===== src/rtl/ram_stream_reader.sv =====
// ram_stream_reader: read-side master for a dual-port RAM.
// Walks a contiguous, wrapping address range on the RAM read port and
// returns the words on a valid/ready stream. A 3-entry buffer absorbs
// the 1-cycle RAM read latency so downstream backpressure never drops data.
// Optional feature macro: RAM_READER_LAST_EN adds the o_last port.
`timescale 1ns/1ps

module ram_stream_reader #(
    parameter int DATA_W = 8,
    parameter int DEPTH  = 8,
    parameter int ADDR_W = $clog2(DEPTH),
    parameter int LEN_W  = $clog2(DEPTH + 1)
) (
    input  logic              clk,
    input  logic              i_rst,
    input  logic              i_start,
    input  logic [ADDR_W-1:0] i_base,
    input  logic [LEN_W-1:0]  i_len,
    output logic              o_busy,
    output logic              o_done,
    output logic [ADDR_W-1:0] o_raddr,
    input  logic [DATA_W-1:0] i_rdata,
    output logic              o_valid,
    input  logic              i_ready,
`ifdef RAM_READER_LAST_EN
    output logic              o_last,
`endif
    output logic [DATA_W-1:0] o_data
);

    typedef enum logic [1:0] {
        IDLE  = 2'd0,
        RUN   = 2'd1,
        DRAIN = 2'd2
    } state_t;

    state_t            state_reg;
    logic [ADDR_W-1:0] addr_reg;       // next address to issue
    logic [ADDR_W-1:0] raddr_reg;      // address presented to the RAM
    logic [LEN_W-1:0]  issue_cnt_reg;  // reads still to issue
    logic              inflight_reg;   // a read was issued last cycle
    logic [1:0]        count_reg;      // buffer occupancy, 0..3
    logic [1:0]        wr_ptr_reg;
    logic [1:0]        rd_ptr_reg;
    logic              busy_reg;
    logic              zero_done_reg;  // done pulse for a zero-length command
    logic [DATA_W-1:0] buf_reg [3];

    logic              issue;
    logic              push;
    logic              pop;
    logic              final_beat;
    logic              final_at_head;
    logic [LEN_W-1:0]  len_clamped;

    function automatic logic [ADDR_W-1:0] addr_inc(input logic [ADDR_W-1:0] a);
        return (a == ADDR_W'(DEPTH - 1)) ? '0 : a + 1'b1;
    endfunction

    function automatic logic [1:0] ptr_inc(input logic [1:0] p);
        return (p == 2'd2) ? 2'd0 : p + 2'd1;
    endfunction

    assign len_clamped = (i_len > LEN_W'(DEPTH)) ? LEN_W'(DEPTH) : i_len;

    // Issue only while the buffer plus the outstanding read leave a free slot.
    assign issue = (state_reg == RUN) &&
                   (({1'b0, count_reg} + {2'b00, inflight_reg}) < 3'd3);
    assign push  = inflight_reg;
    assign pop   = (count_reg != 2'd0) && i_ready;

    // All reads issued and captured, only the final word remains at the head.
    assign final_at_head = (state_reg == DRAIN) && (count_reg == 2'd1) && !inflight_reg;
    assign final_beat    = final_at_head && i_ready;

    assign o_busy  = busy_reg;
    assign o_done  = zero_done_reg | final_beat;
    assign o_raddr = raddr_reg;
    assign o_valid = (count_reg != 2'd0);

`ifdef RAM_READER_LAST_EN
    assign o_last = final_at_head;
`endif

    // Control FSM: command acceptance, read issue and completion.
    always_ff @(posedge clk or posedge i_rst) begin
        if (i_rst) begin
            state_reg     <= IDLE;
            addr_reg      <= '0;
            raddr_reg     <= '0;
            issue_cnt_reg <= '0;
            busy_reg      <= 1'b0;
            zero_done_reg <= 1'b0;
        end else begin
            zero_done_reg <= 1'b0;
            case (state_reg)
                IDLE: begin
                    if (i_start) begin
                        if (len_clamped != '0) begin
                            addr_reg      <= i_base;
                            issue_cnt_reg <= len_clamped;
                            busy_reg      <= 1'b1;
                            state_reg     <= RUN;
                        end else begin
                            zero_done_reg <= 1'b1;
                        end
                    end
                end
                RUN: begin
                    if (issue) begin
                        raddr_reg     <= addr_reg;
                        addr_reg      <= addr_inc(addr_reg);
                        issue_cnt_reg <= issue_cnt_reg - 1'b1;
                        if (issue_cnt_reg == LEN_W'(1)) begin
                            state_reg <= DRAIN;
                        end
                    end
                end
                DRAIN: begin
                    if (final_beat) begin
                        busy_reg  <= 1'b0;
                        state_reg <= IDLE;
                    end
                end
                default: state_reg <= IDLE;
            endcase
        end
    end

    // Tag real reads, track buffer pointers and occupancy.
    always_ff @(posedge clk or posedge i_rst) begin
        if (i_rst) begin
            inflight_reg <= 1'b0;
            count_reg    <= 2'd0;
            wr_ptr_reg   <= 2'd0;
            rd_ptr_reg   <= 2'd0;
        end else begin
            inflight_reg <= issue;
            if (push) begin
                wr_ptr_reg <= ptr_inc(wr_ptr_reg);
            end
            if (pop) begin
                rd_ptr_reg <= ptr_inc(rd_ptr_reg);
            end
            count_reg <= count_reg + 2'(push) - 2'(pop);
        end
    end

    // One register per buffer entry, written when its slot is the push target.
    generate
        for (genvar gi = 0; gi < 3; gi++) begin : g_entry
            always_ff @(posedge clk or posedge i_rst) begin
                if (i_rst) begin
                    buf_reg[gi] <= '0;
                end else if (push && (wr_ptr_reg == 2'(gi))) begin
                    buf_reg[gi] <= i_rdata;
                end
            end
        end
    endgenerate

    // Head-of-buffer select.
    always_comb begin
        o_data = buf_reg[0];
        case (rd_ptr_reg)
            2'd1:    o_data = buf_reg[1];
            2'd2:    o_data = buf_reg[2];
            default: o_data = buf_reg[0];
        endcase
    end

endmodule

===== config.mk =====
export PLATFORM = sky130hd
export DESIGN_NAME = ram_stream_reader
export DESIGN_NICKNAME = d
export VERILOG_FILES = /design/src/rtl/ram_stream_reader.sv
export SDC_FILE = /design/constraint.sdc
export NUM_CORES = 1
export LEC_CHECK = 0
export ABC_AREA = 1
export CORE_UTILIZATION = 58
export CTS_BUF_LIST = sky130_fd_sc_hd__clkbuf_4 sky130_fd_sc_hd__clkbuf_8
export DETAILED_ROUTE_END_ITERATION = 7
export GPL_TIMING_DRIVEN = 0
export PLACE_DENSITY = 0.85
export SLEW_MARGIN = 5
export SYNTH_ARGS = -nofsm -noshare
export SYNTH_HDL_FRONTEND = slang
export SYNTH_SLANG_ARGS = --single-unit

===== constraint.sdc =====
create_clock -name clk -period 2.52 [get_ports clk]
set_input_delay 0.504 -clock clk [delete_from_list [all_inputs] [get_ports clk]]
set_output_delay 0.504 -clock clk [all_outputs]
set_load 0.01 [all_outputs]

==> results.md <==
GRT:
- For this run, global-route usage on met3 was measured as 4.46%.
- The met1 demand-to-capacity share in global routing is 36.1%.
- The initial antenna violation count is 0.
- The first global-routing pass estimated 8.40 mm of wire.
- The maximum number of pins on one net before global-route repair is 24.
- The met2 track demand over resource in global routing is 43.0%.
- The global route total overflow is 0.
- For this run, the total global-route usage over all layers was measured as 26.5%.
- In this run the most used layer during global routing was met2.
- The via count of the first global-routing pass is 1854.

Timing:
- Measured against its own limit, the worst slew margin works out to 66.7%.
- The worst hold slack is 491 ps.
- The fmax is 409 MHz.
- The post-layout worst setup margin is 74.4 ps.
- The number of setup violations in the final report is 0.
- The number of hold violations in the final report came to 0.
- The ratio of final minimum period to clock period is 97.0%.
- The sum of negative setup slack is 0 ps.
- The final critical path time including I/O delays and setup is 2450 ps.
- The clock skew is 4.33 ps.
- Setup repair after global routing left no endpoint under its margin.
- For the pin with the worst max-slew slack, the measured transition is 499 ps.
- The total count of max-transition violations in the final report is 0.

Finish:
- The flip-flop count of the largest register after layout is 24.
- The final antenna diode count is 0.
- From synthesis to final layout, the design area changed by 23.5%.
- Once layout is complete, the cells apart from fillers number 355.
- The final net count is 337.
- The share of post-route cells with drive strength above 1 is 7.49%.

Logic synthesis:
- The most instantiated flip-flop cell in the synthesis netlist is sky130_fd_sc_hd__dfrtp_1.
- After synthesis, the cell types taking the most area are sky130_fd_sc_hd__dfrtp_1, sky130_fd_sc_hd__nand2_1, sky130_fd_sc_hd__o21ai_0, sky130_fd_sc_hd__ha_1, sky130_fd_sc_hd__inv_1.
- The sequential element share of the synthesized area is 50.5%.
- The post-synthesis instance total is 268.
- Of the post-synthesis cell area, the dominant cell type holds 50.5%.
- The synthesis-stage register bit count is 45.
- The number of warning messages in the yosys log is 0.
- The number of nets produced by synthesis is 299.
- After synthesis, the mean cell area works out to 8.32 sq um.
- The number of enable flip-flop cells after synthesis is 0.
- After synthesis, the share of flip-flops with an asynchronous set or reset is 100%.
- The commonest cells after synthesis are sky130_fd_sc_hd__nand2_1, sky130_fd_sc_hd__dfrtp_1, sky130_fd_sc_hd__o21ai_0, sky130_fd_sc_hd__inv_1, sky130_fd_sc_hd__nor2_1.
- The largest area contributor in the synthesized netlist is sky130_fd_sc_hd__dfrtp_1.
- The cell with the most instances after synthesis is sky130_fd_sc_hd__nand2_1.
- The netlist area before placement is 2230 sq um.
- The count of cell types in the netlist is 23.

Worst setup path:
- The critical path class is flip-flop to output pin.
- The maximum fanout along the worst path is 10.
- The arrival time at the worst endpoint is 1940 ps.
- STA classifies the critical path endpoint as an output pin.
- The required time of the worst setup path is 2020 ps.
- STA classifies the critical path startpoint as a flip-flop.

Floorplanning:
- The die covers 4100 sq um.
- The number of rows in the core area is 22.
- The horizontal die dimension is 64 um.
- The effective utilization at floorplan is 60.9%.
- The vertical die dimension is 64 um.
- 33 I/O pins were placed.
- The region available for standard cell placement spans 3660 sq um.

Power and ir drop:
- The largest voltage drop on the vdd net is 0.760 mV.
- In this run the power density over the cells is 1330 nW/um^2.
- The static power due to leakage is 1.37 nW.

Placement:
- At the placement stage, the worst setup path has a slack of -41.6 ps.
- The number of placed cells counting well taps is 349.
- The placer's final routability congestion estimate is 0.814.
- The estimated wirelength of the detail-placed design is 3.24 mm.
- In this run the tool buffered the top-level ports with 32 buffer cells.

Routing:
- The first detailed-routing pass ran for 4 iterations.
- The detail-routed net length per standard cell is 12.6 um.
- For this block, the routed nets add up to 4.46 mm of wire.
- Summing over every cut layer, the via total after detailed routing is 1845.
- The number of DRC violations after detailed routing is 0.
- The detailed router finished its first iteration with 129 violations.
- The count of nets left with antenna violations once routing finished came out at 0.
- Dividing the detail-routed via count by the number of cells gives 5.20.

Clock tree:
- The total of hold buffers inserted after clock tree synthesis is 0.
- At the later pin of the worst-skew pair, clock insertion delay measures 290 ps.
- The root buffer selected by CTS is sky130_fd_sc_hd__clkbuf_8.
- The buffer depth of the longest clock path is 2.
- The TritonCTS clock tree is done.
- The clock buffer count from CTS is 5.
- CTS saw 45 sinks.
- In this run the number of H-tree levels came out at 2.
- After clock tree synthesis, the clock-pin slew on the worst setup and hold paths is 80 ps.

Run:
- Max-cap violations in this run came to 0.

Hold path:
- The path class of the tightest hold or removal check is flip-flop to flip-flop.

Run status:
- The run finished with clean final reports.
metal layers:
| layer | vias to the layer above | share of wire, % |
|---|---|---|
| li1 | 930 | - |
| met1 | 876 | 45 |
| met2 | 35 | 49 |
| met3 | 4 | 4.4 |
| met4 | 0 | 1.2 |
| met5 | - | 0 |
per-stage QoR:
| step | total power, mW | area [sq um] | util [%] |
|---|---|---|---|
| after global placement | 3.12 | 2610 | 71.3 |
| after floorplan | 2.50 | 2230 | - |
| final | 3.67 | 2750 | 75.2 |
| after detailed placement | 3.21 | 2640 | 72.0 |
| after CTS | 3.70 | 2750 | 75.1 |
| after global routing | 4.04 | 2750 | 75.2 |
cells by family (layout without fill, tap and decap cells):
group	Yosys count	count (layout)	share of synthesized area, %
buf+inv	40	79	7.13
compound gates	49	49	11.6
flops	45	45	50.5
xor+xnor	3	3	1.18
simple gates	119	119	22.9
fa+ha+maj	12	12	6.73
power by group:
group / leakage [nW] / internal, mW / total [mW] / switching [mW]
Sequential: 0.556 / 1.07 / 1.29 / 0.220
Clock: 0.0542 / 0.248 / 0.489 / 0.241
Combinational: 0.765 / 0.835 / 1.88 / 1.05
Total: 1.37 / 2.16 / 3.67 / 1.51
placed cells by master, fill, tap and decap left out, types with 2 or more instances in the layout:
master	netlist	final
sky130_fd_sc_hd__nand2_1	80	80
sky130_fd_sc_hd__dfrtp_1	45	45
sky130_fd_sc_hd__o21ai_0	38	38
sky130_fd_sc_hd__inv_1	32	29
sky130_fd_sc_hd__clkdlybuf4s50_1	0	25
sky130_fd_sc_hd__nor2_1	20	20
sky130_fd_sc_hd__nand3_1	11	11
sky130_fd_sc_hd__ha_1	12	9
sky130_fd_sc_hd__a31oi_1	8	8
sky130_fd_sc_hd__clkbuf_8	0	7
sky130_fd_sc_hd__dlygate4sd2_1	0	5
sky130_fd_sc_hd__clkbuf_1	4	3
sky130_fd_sc_hd__inv_2	0	3
sky130_fd_sc_hd__xnor2_1	3	3
sky130_fd_sc_hd__buf_4	0	2
sky130_fd_sc_hd__nand3b_1	2	2
sky130_fd_sc_hd__ha_2	0	2
sky130_fd_sc_hd__dlymetal6s2s_1	0	2
final timing paths:
kind	cells past startpoint	endpoint	slack, ps	startpoint
worst max-delay path	5	o_data[7]	70	rd_ptr_reg[0]
worst min-delay path	2	buf_reg[1]	490	buf_reg[1]
worst max register to register	7	addr_reg[0]	800	inflight_reg
worst min register to register	2	buf_reg[1]	490	buf_reg[1]
max in group asynchronous	3	rd_ptr_reg[0]	1480	i_rst
min in group asynchronous	2	buf_reg[8]	550	i_rst
timing repair:
action,CTS,global route
gates cloned,0,0
setup endpoints to repair,8,3
gates resized for setup,10,4
buffers inserted,1,0
final cells by class:
type                            instances  area, sq um
Timing Repair Buffer                   34          354
Inverter                               32          120
Sequential cell                        45         1130
Buffer                                  5         30.0
Tap cell                               48         60.1
Fill cell                             283          907
Clock inverter                          1         5.00
Multi-Input combinational cell        183          962
Clock buffer                            7         96.3
critical path, stage by stage (launching register included):
cell and delay, ps:
sky130_fd_sc_hd__dfrtp_1 410, sky130_fd_sc_hd__inv_2 110, sky130_fd_sc_hd__ha_4 230, sky130_fd_sc_hd__buf_4 180, sky130_fd_sc_hd__a31oi_1 170, sky130_fd_sc_hd__clkdlybuf4s50_1 560
No activity file was read; power rests on OpenSTA's default activity.
